==> config.mk <==
export PLATFORM = sky130hd
export DESIGN_NAME = bank_cache_ctrl
export DESIGN_NICKNAME = d
export VERILOG_FILES = /design/src/rtl/bank_cache_ctrl_pkg.sv /design/src/rtl/bank_cache_ctrl_match.sv /design/src/rtl/bank_cache_ctrl.sv
export SDC_FILE = /design/constraint.sdc
export NUM_CORES = 1
export LEC_CHECK = 0
export ABC_AREA = 1
export CAP_MARGIN = 20
export CORE_MARGIN = 2
export CORE_UTILIZATION = 30
export DETAILED_ROUTE_END_ITERATION = 12
export GPL_ROUTABILITY_DRIVEN = 0
export PLACE_DENSITY_LB_ADDON = 0.25
export SYNTH_ARGS = -nofsm -noshare
export SYNTH_HDL_FRONTEND = slang
export SYNTH_SLANG_ARGS = --single-unit
==> constraint.sdc <==
create_clock -name clk -period 2.8 [get_ports clk]
set_input_delay 0.7 -clock clk [delete_from_list [all_inputs] [get_ports clk]]
set_output_delay 0.7 -clock clk [all_outputs]
set_load 0.02 [all_outputs]
==> src/rtl/bank_cache_ctrl_pkg.sv <==
// Shared types and constants for the 4-bank tile cache controller.
// Imported by the tag matcher and the controller top.
package bank_cache_ctrl_pkg;

  localparam int TAG_W     = 9;
  localparam int NUM_BANKS = 4;

  typedef logic [TAG_W-1:0] tag_t;
  typedef logic [1:0]       bank_t;
  typedef logic [NUM_BANKS-1:0] sel_t;

  typedef enum logic [2:0] {
    S_IDLE,
    S_COMPARE,
    S_WB_REQ,
    S_WB_WAIT,
    S_FILL_REQ,
    S_FILL_WAIT,
    S_RESP
  } state_e;

  function automatic sel_t onehot(bank_t b);
    return sel_t'(1) << b;
  endfunction

endpackage

==> src/rtl/bank_cache_ctrl_match.sv <==
// Valid-gated 4-way tag compare.
// Produces a one-hot match vector and an any-hit flag.
module bank_tag_match
  import bank_cache_ctrl_pkg::*;
(
  input  logic [NUM_BANKS-1:0][TAG_W-1:0] tags,
  input  logic [NUM_BANKS-1:0]            valid,
  input  tag_t                            tag,
  output sel_t                            match,
  output logic                            any_hit
);

  always_comb begin
    match = '0;
    for (int i = 0; i < NUM_BANKS; i++) begin
      match[i] = valid[i] && (tags[i] == tag);
    end
  end

  assign any_hit = |match;

endmodule

==> src/rtl/bank_cache_ctrl.sv <==
// Sequencing controller for the rasterizer 4-bank tile cache:
// tag lookup, victim choice, writeback and fill.
module bank_cache_ctrl
  import bank_cache_ctrl_pkg::*;
(
  input  logic        clk,
  input  logic        rst,
  input  logic        req_valid,
  output logic        req_ready,
  input  tag_t        req_tag,
  input  logic        req_write,
  output logic        resp_valid,
  output sel_t        resp_select,
  output logic        resp_hit,
  output logic        mem_req_valid,
  input  logic        mem_req_ready,
  output logic        mem_req_write,
  output tag_t        mem_req_tag,
  output bank_t       mem_req_bank,
  input  logic        mem_done
);

  state_e state_q, state_d;

  logic [NUM_BANKS-1:0][TAG_W-1:0] tags_q;
  sel_t  valid_q, dirty_q;
  bank_t ptr_q;
  tag_t  rtag_q;
  logic  rwrite_q;
  bank_t bank_q;
  logic  from_ptr_q;
  sel_t  sel_q;
  logic  hit_q;
  logic  mwrite_q;
  tag_t  mtag_q;
  bank_t mbank_q;

  sel_t  match;
  logic  any_hit;
  bank_t hit_idx;
  bank_t vict;
  logic  vict_ptr;

  bank_tag_match u_match (
    .tags    (tags_q),
    .valid   (valid_q),
    .tag     (rtag_q),
    .match   (match),
    .any_hit (any_hit)
  );

  always_comb begin
    hit_idx = '0;
    unique case (1'b1)
      match[0]: hit_idx = 2'd0;
      match[1]: hit_idx = 2'd1;
      match[2]: hit_idx = 2'd2;
      match[3]: hit_idx = 2'd3;
      default:  hit_idx = '0;
    endcase
  end

  // Lowest invalid bank wins; round-robin pointer only once all are valid.
  always_comb begin
    vict     = ptr_q;
    vict_ptr = 1'b1;
    for (int i = NUM_BANKS - 1; i >= 0; i--) begin
      if (!valid_q[i]) begin
        vict     = bank_t'(i);
        vict_ptr = 1'b0;
      end
    end
  end

  always_comb begin
    state_d = state_q;
    unique case (state_q)
      S_IDLE:
        if (req_valid) state_d = S_COMPARE;
      S_COMPARE:
        if (any_hit)            state_d = S_RESP;
        else if (dirty_q[vict]) state_d = S_WB_REQ;
        else                    state_d = S_FILL_REQ;
      S_WB_REQ:
        if (mem_req_ready) state_d = S_WB_WAIT;
      S_WB_WAIT:
        if (mem_done) state_d = S_FILL_REQ;
      S_FILL_REQ:
        if (mem_req_ready) state_d = S_FILL_WAIT;
      S_FILL_WAIT:
        if (mem_done) state_d = S_RESP;
      S_RESP:
        state_d = S_IDLE;
      default:
        state_d = S_IDLE;
    endcase
  end

  always_ff @(posedge clk or posedge rst) begin
    if (rst) state_q <= S_IDLE;
    else     state_q <= state_d;
  end

  always_ff @(posedge clk or posedge rst) begin
    if (rst) begin
      tags_q     <= '0;
      valid_q    <= '0;
      dirty_q    <= '0;
      ptr_q      <= '0;
      rtag_q     <= '0;
      rwrite_q   <= 1'b0;
      bank_q     <= '0;
      from_ptr_q <= 1'b0;
      sel_q      <= '0;
      hit_q      <= 1'b0;
      mwrite_q   <= 1'b0;
      mtag_q     <= '0;
      mbank_q    <= '0;
    end else begin
      unique case (state_q)
        S_IDLE: begin
          if (req_valid) begin
            rtag_q   <= req_tag;
            rwrite_q <= req_write;
          end
        end
        S_COMPARE: begin
          if (any_hit) begin
            bank_q <= hit_idx;
            sel_q  <= match;
            hit_q  <= 1'b1;
          end else begin
            bank_q     <= vict;
            from_ptr_q <= vict_ptr;
            mbank_q    <= vict;
            mwrite_q   <= dirty_q[vict];
            mtag_q     <= dirty_q[vict] ? tags_q[vict] : rtag_q;
          end
        end
        S_WB_WAIT: begin
          if (mem_done) begin
            dirty_q[bank_q] <= 1'b0;
            mwrite_q        <= 1'b0;
            mtag_q          <= rtag_q;
          end
        end
        S_FILL_WAIT: begin
          if (mem_done) begin
            tags_q[bank_q]  <= rtag_q;
            valid_q[bank_q] <= 1'b1;
            dirty_q[bank_q] <= 1'b0;
            sel_q           <= onehot(bank_q);
            hit_q           <= 1'b0;
            if (from_ptr_q) ptr_q <= ptr_q + 2'd1;
          end
        end
        S_RESP: begin
          if (rwrite_q) dirty_q[bank_q] <= 1'b1;
        end
        default: ;
      endcase
    end
  end

  assign req_ready     = (state_q == S_IDLE);
  assign resp_valid    = (state_q == S_RESP);
  assign resp_select   = sel_q;
  assign resp_hit      = hit_q;
  assign mem_req_valid = (state_q == S_WB_REQ) ||
                         (state_q == S_FILL_REQ);
  assign mem_req_write = mwrite_q;
  assign mem_req_tag   = mtag_q;
  assign mem_req_bank  = mbank_q;

endmodule

# After elaboration in Yosys (flattened, before gate mapping)

Index checks and enable logic that the tools add are counted.

Memory bits (writable): 0
Bits in latches: 0
Memories: 0
Output and inout port bits: 20
ROM bits: 0
Bits in registers: 79

Equality and inequality tests: 19
$add $sub $neg: 1
Reductions and logical operators: 20
Bitwise gates (word level): 5
Shifts and indexed selects: 1
Magnitude comparators: 3
Div/mod/pow operators: 0
Mux-type cells: 42
Multiply operators: 0

Operators with widths:

| cell                                                       | count |
|---|---|
| two-way mux 9 bit                                          | 5 |
| bitwise mux 36 bit                                         | 1 |
| equality test 9 bit                                        | 4 |
| two-way mux 3 bit                                          | 7 |
| binary-select mux 9 bit (select 2 bit)                     | 1 |
| demux 9 bit (select 2 bit)                                 | 1 |
| one-hot mux 3 bit (6 select lines)                         | 1 |
| one-hot mux 9 bit (2 select lines)                         | 1 |
| two-way mux 4 bit                                          | 4 |
| one-hot mux 4 bit (2 select lines)                         | 2 |
| inequality test 2 bit, second input constant               | 7 |
| AND reduction 3 bit                                        | 4 |
| two-way mux 2 bit                                          | 5 |
| equality test 3 bit, second input constant                 | 3 |
| two-way mux 1 bit                                          | 9 |
| bitwise OR 4 bit                                           | 2 |
| equality test 3 x 2 -> 1 bit, second input constant        | 2 |
| less-than comparator 2 x 3 -> 1 bit, second input constant | 2 |
| one-hot mux 2 bit (3 select lines)                         | 1 |
| AND reduction 2 bit                                        | 3 |
| nonzero test 2 bit                                         | 3 |
| logical AND 1 bit                                          | 5 |
| AND reduction 5 bit                                        | 1 |
| AND 4 bit                                                  | 1 |
| other kinds (14)                                           | 16 |

# Logic depth before layout (Yosys ltp)

Depth in word-level cells: 9
Mapped depth: 15
Mapped depth without buffers: 14

# By module

Synthesis repeated with hierarchy kept, for this count alone.

Cells, all modules: 603
Area, all modules: 4515.6 um^2

Modules (own cells, without submodules):

| module          | area an instance (um^2) | seq. area each (um^2) | cells an instance | instances |
|---|---|---|---|---|
| bank_cache_ctrl | 3890.0                  | 1976.9                | 456               | 1 |
| bank_tag_match  | 625.6                   | 0.0                   | 147               | 1 |

# Worst setup path before layout

No wires, ideal clock.

Path kind: register -> output
From: register state_q[2]
To: output mem_req_valid
Arrival: 0.890 ns
Cell stages (with the launch flop): 5
Slack: 1.210 ns
Cell sequence: dfrtp_1 -> buf_6 -> inv_1 -> nand3_1 -> nand2_1

Cells in the longest elaborated chain, start to end: 2
Elaborated cells between the ends (all ways): 3

RTL lines:

| what                                                                       | RTL line                                       | text |
|---|---|---|
| start, declared                                                            | bank_cache_ctrl.sv:23                          | `state_e state_q, state_d;` |
| start signal, assigned                                                     | bank_cache_ctrl.sv:101                         | `else state_q <= state_d;` |
| equality test 3 x 2 -> 1 bit / equality test 3 bit (equally long branches) | bank_cache_ctrl.sv:169, bank_cache_ctrl.sv:170 |  |
| logical OR 1 bit *                                                         | bank_cache_ctrl.sv:169                         | `assign mem_req_valid = (state_q == S_WB_REQ) \|\|` |
| end, declared                                                              | bank_cache_ctrl.sv:15                          | `output logic mem_req_valid,` |

Every way passes the cells marked *; elsewhere a longest branch is shown, timed or not.

# Worst setup path after layout

Same ends and word-level chain as after synthesis.

==> results.md <==
| Stage | Quantity | Reported |
|:---|:---|:---|
| setup path | Largest stage delay on the critical path | 600 ps |
| finish | Synth-to-layout area growth | 17.1% |
| yosys | Main combinational cell family by area after synthesis | simple AND/OR/NAND/NOR gates |
| power | Internal portion of total power | 3.44 mW |
| placement | Minimum setup slack after placement | 556 ps |
| power | Switching share of total power | 0.463 |
| min path | Worst hold path type | reg2reg |
| setup path | Worst path top cell family by delay | buffers and inverters |
| yosys | Number of warnings issued by yosys | 0 |
| yosys | Most instantiated library cell after synthesis | sky130_fd_sc_hd__nand2_1 |
| yosys | Cell taking the most area after synthesis | sky130_fd_sc_hd__dfrtp_1 |
| setup path | Critical path start-end classification | reg2out |
| yosys | Synthesized instance count | 669 |
| setup path | Endpoint class of the critical path | output pin |
| sta | Worst-Margin Slew | 605 ps |
| clock network | Buffers inserted by post-CTS timing repair | 0 |
| power | Static leakage power | 2.79 nW |
| sta | Final setup slack of the worst path | 266 ps |
| yosys | Simple-gate portion of the synthesized area | 0.357 |
| clock network | CTS H-tree depth | 3 |
| yosys | Synth Area in Compound Gates | 0.115 |
| drt | Via count normalized by instance count | 4.68 |
| floorplanning | Starting density of the core | 0.306 |
| floorplanning | Die ar. | 16500 sq um |
| power | Share of total power in the clock network | 0.180 |
| yosys | Unique cell type count in the Yosys netlist | 29 |
| grt | Largest net degree at the start of global routing | 37 |
| power | Sequential group share of total power | 0.327 |
| sta | Final critical delay including setup and external delays | 2530 ps |
| clock network | Hold buffers post-CTS | 0 |
| setup path | R2R Setup Slk | 750 ps |
| finish | Fraction of final layout cells with drive strength greater than 1 | 0.0767 |
| yosys | Primary flip-flop cell chosen by synthesis mapping | sky130_fd_sc_hd__dfrtp_1 |
| sta | Setup repair after global routing missed its margin | false |
| floorplanning | Top Ports | 35 |
| setup path | Cell type of the slowest stage on the worst timing path | sky130_fd_sc_hd__clkdlybuf4s50_1 |
| sta | Pins Over Slew Limit | 0 |
| setup path | CP Data Required Time | 2100 ps |
| drt | Iteration-0 DRC count of the detailed router | 319 |
| floorplanning | Width of the die | 128 um |
| drt | WL/cell | 13.5 um |
| min path | Critical hold path startpoint | mem_req_bank[0] |
| yosys | Number of register bits inferred by synthesis | 79 |
| clock network | Post-cts resize count | 0 |
| setup path | Endpoint of the worst-slack reg-to-reg timing path | bank_q[1] |
| yosys | Commonest cells in the netlist | 274 x sky130_fd_sc_hd__nand2_1, 79 x sky130_fd_sc_hd__dfrtp_1, 63 x sky130_fd_sc_hd__inv_1, 57 x sky130_fd_sc_hd__nor2_1, 49 x sky130_fd_sc_hd__o21ai_0 |
| yosys | Fraction of synthesized cell area in xor and xnor cells | 0.00944 |
| setup path | CP max FO | 9 |
| clock network | Clock tree from TritonCTS | yes |
| yosys | Sequential area share after synthesis | 0.426 |
| yosys | Multiplexer share of the synthesized area | 0.00243 |
| drt | TritonRoute pass-1 iters | 5 |
| grt | Antenna violations before repair | 0 |
| drt | Number of DRC violations after detailed routing | 0 |
| run | Max Cap Viol | 0 |
| finish | Net total in the final layout | 714 |
| yosys | Share of the synthesized area in the top cell type | 0.426 |
| grt | Remaining global-route overflow | 0 |
| status | Run status | completed |
| sta | Count of endpoints failing setup in the final report | 0 |
| grt | Global Route Usage Sum | 0.155 |
| clock network | Insertion delay to the later sink of the worst-skew pair | 340 ps |
| grt | Global-route wire length before repair | 19.9 mm |
| floorplanning | Die Ht | 128 um |
| placement | Cell area after placement | 5140 sq um |
| clock network | CTS Root Cell | sky130_fd_sc_hd__clkbuf_16 |
| sta | Slew HR | 0.596 |
| grt | Vias in the first global route | 3917 |
| floorplanning | Core region area | 15100 sq um |
| yosys | Nets in the synthesized netlist | 684 |
| power | Overall power | 6.41 mW |
| power | Switching power summed over all nets | 2.97 mW |
| finish | Number of inserted diodes | 0 |
| yosys | Post-Synth Adder-Cell Area | 0 |
| power | Maximum vdd ir drop | 0.336 mV |
| finish | Post-Layout Inst Area | 5430 sq um |
| clock network | Number of buffers added by the clock tree synthesis step | 9 |
| sta | Post-route clock period utilization | 0.905 |
| floorplanning | Total number of placement rows | 45 |
| yosys | Netlist Area Pre-Place | 4640 sq um |
| placement | Post-detailed-placement half-perimeter wirelength | 9.46 mm |
| setup path | Buf/Inv on CP | 2 |
| sta | Final-report hold violation count | 0 |
| yosys | Fraction of synthesis flops using an asynchronous set or reset pin | 1.00 |
| drt | Post-detailed-routing wire length | 12.1 mm |
| setup path | Data arrival time of the critical path | 1830 ps |
| setup path | Critical Path Start Type | register |
| power | Combinational group share of total power | 0.493 |
| sta | Layout Skew | 7.30 ps |
| min path | Hold depth | 2 |
| min path | End point of the most critical hold path | mem_req_bank[0] |
| setup path | Critical path, cell by cell | inv_1 -> nand3_1 -> nand2_1 -> clkdlybuf4s50_1 |
| sta | Post-Route Setup TNS | 0 ps |
| clock network | Clock sink count | 79 |
| setup path | Register-to-Register Path Depth | 11 |
| sta | Maximum operating frequency | 0.395 GHz |
| clock network | Post-CTS clock slew at the launch and capture registers of the worst setup and hold paths | 60 ps |
| drt | Post-route ant nets | 0 |
| yosys | Cells taking the most area after synthesis | sky130_fd_sc_hd__dfrtp_1 43%, sky130_fd_sc_hd__nand2_1 22%, sky130_fd_sc_hd__o21ai_0 5.3% |
| yosys | Number of flops mapped to enable cells by yosys | 0 |
| yosys | Synth Area per Inst | 6.94 sq um |
| drt | Via count | 4176 |
| power | Power Density | 1180 nW/um^2 |
| setup path | Reg-to-reg startpoint | rtag_q[8] |
| placement | Port buffer count | 34 |
| clock network | CTS max path bufs | 2 |
-- state kept, by name (all words and copies together), names as in the netlist, 2 cells and up, named ones only --
register,flops
ptr_q,2
bank_q,2
tags_q,36
mem_req_tag,9
state_q,3
resp_select,4
rtag_q,9
mem_req_bank,2
valid_q,4
-- power by group through the flow --
stage | combinational, mW | clock [mW] | sequential (mW)
finish | 3.16 | 1.15 | 2.10
global route | 3.63 | 1.25 | 2.17
CTS | 3.18 | 1.18 | 2.09
detailed placement | 3.17 | 0 | 2.10
global placement | 3.11 | 0 | 2.09
floorplan | 2.34 | 0 | 2.04
-- logic make-up (layout without fill, tap and decap cells) --
logic type	count (synthesis)	after routing
flip-flops	79	79
XOR/XNOR	5	5
multiplexers	1	1
AND/OR/NAND/NOR	394	394
AO/OA/AOI/OAI	94	94
buffers and inverters	96	131
-- cells in the final DEF, fill, tap and decap left out, types with 3 or more instances in the layout --
cell type	n
sky130_fd_sc_hd__nor2_4	3
sky130_fd_sc_hd__nand2_1	274
sky130_fd_sc_hd__nand3_1	40
sky130_fd_sc_hd__clkbuf_16	9
sky130_fd_sc_hd__inv_2	12
sky130_fd_sc_hd__o21ai_0	49
sky130_fd_sc_hd__o211ai_1	18
sky130_fd_sc_hd__buf_4	5
sky130_fd_sc_hd__dfrtp_1	79
sky130_fd_sc_hd__nand3_4	3
sky130_fd_sc_hd__inv_1	62
sky130_fd_sc_hd__nor2_2	6
sky130_fd_sc_hd__clkdlybuf4s50_1	34
sky130_fd_sc_hd__xor2_1	3
sky130_fd_sc_hd__a21oi_1	20
sky130_fd_sc_hd__nor2_1	57
sky130_fd_sc_hd__o31ai_1	4
sky130_fd_sc_hd__clkbuf_8	4
sky130_fd_sc_hd__nand3b_1	4
sky130_fd_sc_hd__nand3_2	3
-- per-stage QoR --
stage / std cells / util / hold slack, ps
floorplan: 669 / - / 453
global placement: 876 / 0.339 / 470
detailed placement: 876 / 0.339 / 474
CTS: 892 / 0.359 / 489
global route: 892 / 0.359 / 516
finish: 892 / 0.359 / 481
-- layer usage --
| layer | up-vias | share of wire | routed length, um | global-route usage |
|---|---|---|---|---|
| met2 | 90 | 0.44 | 5270 | 0.232 |
| met1 | 1906 | 0.50 | 6080 | 0.227 |
| li1 | 2165 | - | - | - |
| met4 | 0 | 0.020 | 243 | 0.0543 |
| met3 | 15 | 0.039 | 472 | 0.0241 |
| met5 | - | 0 | 0 | 0 |
-- worst reg2reg max path, delay by kind of cell, from the launching register on --
family / cells / cell delay, ps
AND/OR/NAND/NOR: 9 / 1090
buffers and inverters: 2 / 300
flip-flops: 1 / 520
-- layout make-up --
cell class	count	area, sq um
tap	188	235
fill	1611	9710
sequential	79	1980
multi-input combinational	494	2240
timing repair buffer	40	398
clock buffer	14	284
inverter	75	283
clock inverter	2	12.5
-- worst max-delay path by stage --
stage                           from            end  depth (start not counted)
after floorplan                  rst      async pin                          1
after global placement      mem_done     state_q[0]                          7
after detailed placement    mem_done       register                          6
after CTS                 state_q[0]     resp_valid                          4
after global routing      state_q[0]     resp_valid                          4
final                     state_q[2]  mem_req_valid                          4
Note: power is estimated with default switching activity, not from simulation.
